`config.mk`:
```
export PLATFORM = sky130hd
export DESIGN_NAME = imem_boot_loader
export DESIGN_NICKNAME = d
export VERILOG_FILES = /design/src/rtl/imem_boot_loader.sv
export SDC_FILE = /design/constraint.sdc
export NUM_CORES = 1
export LEC_CHECK = 0
export CORE_MARGIN = 1.5
export CORE_UTILIZATION = 60
export CTS_CLUSTER_SIZE = 30
export DETAILED_ROUTE_END_ITERATION = 6
export PLACE_DENSITY = 0.85
export SLEW_MARGIN = 40
export SYNTH_ARGS = -nofsm -noshare
export SYNTH_HDL_FRONTEND = slang
export SYNTH_SLANG_ARGS = --single-unit
export TNS_END_PERCENT = 50
```
`constraint.sdc`:
```
create_clock -name clk -period 7.05 [get_ports clk]
set_input_delay 1.41 -clock clk [delete_from_list [all_inputs] [get_ports clk]]
set_output_delay 1.41 -clock clk [all_outputs]
set_load 0.02 [all_outputs]
```
`src/rtl/imem_boot_loader.sv`:
```
// Boot loader: parses a host byte stream (count header, payload words, XOR checksum)
// into instruction-memory writes and releases the core once the image verifies.
module imem_boot_loader #(
  parameter int ADDR_WIDTH = 10,
  parameter int BASE_ADDR  = 0
) (
  input  logic                  clk,
  input  logic                  rst,
  input  logic                  start,
  input  logic                  rx_valid,
  input  logic [7:0]            rx_data,
  output logic                  rx_ready,
  output logic                  imem_we,
  output logic [ADDR_WIDTH-1:0] imem_addr,
  output logic [31:0]           imem_wdata,
  output logic                  core_hold,
  output logic                  done,
  output logic                  error
);

  localparam int          CW        = ADDR_WIDTH + 1;
  localparam logic [31:0] MAX_WORDS = 32'(1) << ADDR_WIDTH;

  typedef enum logic [2:0] {
    S_IDLE, S_HDR, S_DATA, S_CSUM, S_DONE, S_ERR
  } state_t;

  state_t                state_q, state_d;
  logic [1:0]            bidx_q, bidx_d;
  logic [CW-1:0]         widx_q, widx_d;
  logic [CW-1:0]         cnt_q, cnt_d;
  logic [23:0]           asm_q, asm_d;
  logic [7:0]            csum_q, csum_d;
  logic                  we_q, we_d;
  logic [ADDR_WIDTH-1:0] addr_q, addr_d;
  logic [31:0]           wdata_q, wdata_d;

  logic        accept;
  logic [31:0] full_word;

  assign rx_ready  = (state_q == S_HDR) || (state_q == S_DATA) || (state_q == S_CSUM);
  assign accept    = rx_valid && rx_ready;
  // Bytes shift in from the top so the first byte ends up in bits 7:0.
  assign full_word = {rx_data, asm_q};

  always_comb begin
    state_d = state_q;
    bidx_d  = bidx_q;
    widx_d  = widx_q;
    cnt_d   = cnt_q;
    asm_d   = asm_q;
    csum_d  = csum_q;
    we_d    = 1'b0;
    addr_d  = addr_q;
    wdata_d = wdata_q;

    case (state_q)
      S_IDLE, S_ERR: begin
        if (start) begin
          state_d = S_HDR;
          bidx_d  = '0;
          widx_d  = '0;
          cnt_d   = '0;
          asm_d   = '0;
          csum_d  = '0;
        end
      end
      S_HDR: begin
        if (accept) begin
          bidx_d = bidx_q + 2'd1;
          asm_d  = {rx_data, asm_q[23:8]};
          if (bidx_q == 2'd3) begin
            if ((full_word == 32'd0) || (full_word > MAX_WORDS)) begin
              state_d = S_ERR;
            end else begin
              cnt_d   = full_word[CW-1:0];
              state_d = S_DATA;
            end
          end
        end
      end
      S_DATA: begin
        if (accept) begin
          bidx_d = bidx_q + 2'd1;
          asm_d  = {rx_data, asm_q[23:8]};
          csum_d = csum_q ^ rx_data;
          if (bidx_q == 2'd3) begin
            // Write is registered: it appears on the cycle after the 4th byte.
            we_d    = 1'b1;
            addr_d  = ADDR_WIDTH'(BASE_ADDR) + widx_q[ADDR_WIDTH-1:0];
            wdata_d = full_word;
            widx_d  = widx_q + CW'(1);
            if (widx_q == cnt_q - CW'(1)) state_d = S_CSUM;
          end
        end
      end
      S_CSUM: begin
        if (accept) state_d = (rx_data == csum_q) ? S_DONE : S_ERR;
      end
      default: ;
    endcase
  end

  always_ff @(posedge clk or posedge rst) begin
    if (rst) begin
      state_q <= S_IDLE;
      bidx_q  <= '0;
      widx_q  <= '0;
      cnt_q   <= '0;
      asm_q   <= '0;
      csum_q  <= '0;
      we_q    <= 1'b0;
      addr_q  <= '0;
      wdata_q <= '0;
    end else begin
      state_q <= state_d;
      bidx_q  <= bidx_d;
      widx_q  <= widx_d;
      cnt_q   <= cnt_d;
      asm_q   <= asm_d;
      csum_q  <= csum_d;
      we_q    <= we_d;
      addr_q  <= addr_d;
      wdata_q <= wdata_d;
    end
  end

  assign imem_we    = we_q;
  assign imem_addr  = addr_q;
  assign imem_wdata = wdata_q;
  assign done       = (state_q == S_DONE);
  assign error      = (state_q == S_ERR);
  assign core_hold  = (state_q != S_DONE);

endmodule

```
==> flow_results.org <==
** Drt
- Final routed DRC violation total :: 0
- Number of detailed-route iterations in the first pass :: 6
- Dividing the detail-routed wire length by the instance count gives around 18 µm.
- Via density :: just over 6
- The count of nets left with antenna violations once routing finished came out at 0.
- Wires add up to between 10,000 and 15,000 µm.
- Via count :: 3,442
- After the first detailed-routing iteration, the DRC count stood at slightly above 200.

** Die
- From bottom edge to top edge, the die measures just over 90 µm.
- Starting utilization of the core area :: 61.4%
- between 50 and 60 I/O pins were placed.
- Core box area :: between 7000 and 8000 µm²
- The initialized floorplan defines 32 standard-cell rows.
- The die covers 8410 µm².
- Width of the chip :: approximately 92 µm

** Synth
- The number of different library cells used by synthesis comes to 56.
- Post-synthesis xor/xnor area fraction :: 3.90%
- Multiplexer cells account for between 10% and 20% of the synthesized area.
- Flip-flop and latch count after synthesis :: ~100
- The synthesized netlist occupies a cell area of 4720 µm².
- After synthesis, the largest family of logic cells by area is compound AO/OA/AOI/OAI gates.
- Simple-gate portion of the synthesized area :: between 10% and 20%
- Fraction of the mapped netlist area in adder cells :: slightly above 1%
- Counting flops with a built-in enable in the synthesized netlist gives 0.
- Share of the synthesized area in compound gates (AO/OA/AOI/OAI) :: about 14%
- Most common flop cell mapped by yosys :: sky130_fd_sc_hd__dfrtp_1
- In the synthesized netlist the async set-or-reset flop fraction comes to 100%.
- Warnings, synthesis :: 0
- Post-Synthesis Cells :: a little over 400
- Counting every net in the synthesized netlist gives 423.
- Avg Inst Size Synth :: around 12 µm²
- Sequential share of the synthesized area :: a little over half

** Job
- Max-cap violations :: 0

** Global routing
- Vias in the first global route :: about 3.5k
- Wire length of the first global-routing pass :: roughly 17,000 µm
- Met1 Use GR :: 34.2%
- The number of antenna violations at the first check in global routing is 0.
- Global routing used 25.6% of the available tracks across all layers.
- Met2 usage in global routing :: about two fifths
- In the global route stage, met3 resource usage came out at 4.48%.
- Most congested layer reported by global routing :: met2
- Largest net degree at the start of global routing :: between 50 and 60
- Congestion Overflow GR :: 0

** Clocking
- Count of hold buffers inserted by post-cts repair :: 0
- TritonCTS clock tree :: done
- H-tree levels :: 3
- The clock passes through at most 2 buffers.
- After clock tree synthesis, the setup repair step added 0 buffers.
- Clock-pin slew was measured on the worst setup and hold paths at between 0.1 and 0.15 ns.
- At the later pin of the worst-skew pair, clock insertion delay measures approximately 0.38 ns.
- Cells resized by post-CTS repair :: 0
- Clk Tree Root Cell :: sky130_fd_sc_hd__clkbuf_8
- Num Clock Sinks :: 102
- Num CTS Buffers :: 9

** Cells and area
- Number of inserted filler cells in the final layout :: 519
- The repair_antennas step left the layout with diodes totalling 0.
- Most common cell after layout, fill and taps aside :: sky130_fd_sc_hd__dfrtp_1
- Compared with the post-synthesis result, the final layout area differs by 17.8%.
- Of the cells placed in the final design, the portion with a size suffix greater than 1 is 16.9%.
- Once layout is complete, the utilization of the core stands at between 70% and 80%.
- Leaving out fill and tap cells, the most frequent cells in the layout are sky130_fd_sc_hd__dfrtp_1, sky130_fd_sc_hd__clkdlybuf4s50_1, sky130_fd_sc_hd__mux2_2.
- Net total in the final layout :: approximately 470

** Power and ir drop
- The clock network accounts for between 30% and 40% of the total power.
- Internal power contribution :: between 0.0007 and 0.0008 W
- Switching Share :: between 20% and 30%
- Portion of total power attributed to combinational logic :: about 2.8%
- Sequential fraction of design power :: 59.1%
- The worst-case IR drop observed on VDD is 109 µV.
- Switching power summed over all nets :: 0.000252 W
- Dividing total power by cell area gives a power density of 178 nW/µm².
- For this design the static power due to leakage is between 2 and 3 nW.

** Status
- Outcome :: completed

** Worst setup path
- In this run the worst path has a maximum fanout of 11.
- The worst setup path is of the in -> reg kind.
- Startpoint Class :: primary input
- Data arrival time of the critical path :: roughly 3.8 ns
- Crit end category :: flip-flop
- Count of cells along the worst register-to-register path :: 5
- At the worst endpoint, the required time is about 7.3 ns.

** Placement
- Routability-driven placement finished with a final weighted congestion of approximately 0.86.
- After legalization and detailed placement, the total HPWL measured around 6800 µm.
- Input and output buffers added on the ports amount to 58.

** STA
- Post-route fraction of the period consumed by the critical path :: around half
- Summed over all failing endpoints, the final setup total negative slack is 0 ns.
- The final hold violation count is 0.
- Max Freq :: between 200 and 300 MHz
- Across the routed clock network, the largest skew measured is around 0.02 ns.
- Setup-failing EPs final :: 0
- The worst pin sits at a relative slew slack of a little over half.
- Fin crit period :: approximately 3.5 ns
- Slew Limit Fails :: 0
- Unrepaired setup endpoints after global routing :: false
- Worst Max-Slew Pin Slew :: 0.705 ns

** Worst hold path
- Counting instances, the worst hold path has a depth of 1.
- The worst hold path belongs to the class reg -> reg.
[Yosys cell counts, types with 3 or more instances]
master                     number  area (µm²)
sky130_fd_sc_hd__a21oi_1        6        30.0
sky130_fd_sc_hd__a22o_1        35         307
sky130_fd_sc_hd__a31oi_1        3        18.8
sky130_fd_sc_hd__and3_1         6        37.5
sky130_fd_sc_hd__buf_2          6        30.0
sky130_fd_sc_hd__clkbuf_1      16        60.1
sky130_fd_sc_hd__dfrtp_1      102        2550
sky130_fd_sc_hd__ha_1           3        37.5
sky130_fd_sc_hd__inv_1         15        56.3
sky130_fd_sc_hd__mux2_2        44         495
sky130_fd_sc_hd__nand2_1       11        41.3
sky130_fd_sc_hd__nand2b_1      13        81.3
sky130_fd_sc_hd__nand3_1        9        45.0
sky130_fd_sc_hd__nand4_1        7        43.8
sky130_fd_sc_hd__nor2_1        29         109
sky130_fd_sc_hd__nor3_1         5        25.0
sky130_fd_sc_hd__nor4_1         8        50.1
sky130_fd_sc_hd__o21ai_0       22         110
sky130_fd_sc_hd__o22ai_1        3        18.8
sky130_fd_sc_hd__xnor2_1        7        61.3
sky130_fd_sc_hd__xor2_1        14         123
[power groups by stage]
stage / combinational, W / clock [W] / sequential [W]
after floorplan: 0.0000129 / 0 / 0.000596
after global placement: 0.0000273 / 0 / 0.000596
after detailed placement: 0.0000281 / 0 / 0.000596
after CTS: 0.0000281 / 0.000382 / 0.000585
after global routing: 0.0000314 / 0.000404 / 0.000585
final: 0.0000273 / 0.000377 / 0.000585
[layout make-up]
type | instances | area [µm²] | area share (%)
Clock inverter | 7 | 81.3 | 1.46
Tap cell | 102 | 128 | 2.29
Timing Repair Buffer | 61 | 603 | 10.8
Sequential cell | 102 | 2550 | 45.9
Inverter | 15 | 58.8 | 1.06
Multi-Input combinational cell | 267 | 2010 | 36.2
Clock buffer | 9 | 124 | 2.23
[critical path: stages]
cell and delay (ns):
sky130_fd_sc_hd__clkdlybuf4s50_1 0.52, sky130_fd_sc_hd__or4_4 0.59, sky130_fd_sc_hd__nor4_4 0.30, sky130_fd_sc_hd__nand2_2 0.13, sky130_fd_sc_hd__a311o_1 0.52, sky130_fd_sc_hd__a22o_1 0.29
[path summary, 6_finish.rpt]
path	start	endpoint	slack, ns
worst max-delay path	rx_data[0]	cnt_q[8]	3.55
worst min-delay path	imem_wdata[8]	imem_wdata[8]	0.52
worst max register to register	state_q[0]	imem_wdata[1]	4.22
worst min register to register	imem_wdata[8]	imem_wdata[8]	0.52
max in group asynchronous	rst	imem_wdata[27]	4.51
min in group asynchronous	rst	imem_wdata[2]	1.45
[cell families after synthesis]
kind of cell    Yosys count
fa+ha+maj                 4
xor+xnor                 21
mux                      46
buf+inv                  39
simple gates            106
flops                   102
compound gates           90
[state kept, by name, summed over array words and instances (netlist names)]
name	count
widx_q	11
csum_q	8
cnt_q	11
imem_addr	10
imem_we	1
state_q	3
imem_wdata	32
asm_q	24
bidx_q	2
[routing by layer]
layer | wire (µm) | vias to the layer above
met5 | 0 | -
met4 | 241 | 0
met3 | 473 | 28
met2 | 4930 | 121
met1 | 4400 | 1715
li1 | - | 1578
[stage by stage]
step | hold WS, ns | setup WS [ns] | total power [W] | area, µm² | std cells
after floorplan | 0.477 | 2.96 | 0.000609 | 4720 | 408
after global placement | 0.489 | 3.27 | 0.000623 | 5360 | 547
after detailed placement | 0.495 | 3.18 | 0.000624 | 5360 | 547
after CTS | 0.520 | 3.56 | 0.000995 | 5560 | 563
after global routing | 0.529 | 3.47 | 0.00102 | 5560 | 563
final | 0.516 | 3.55 | 0.000989 | 5560 | 563
Note: power is estimated with default switching activity, not from simulation.
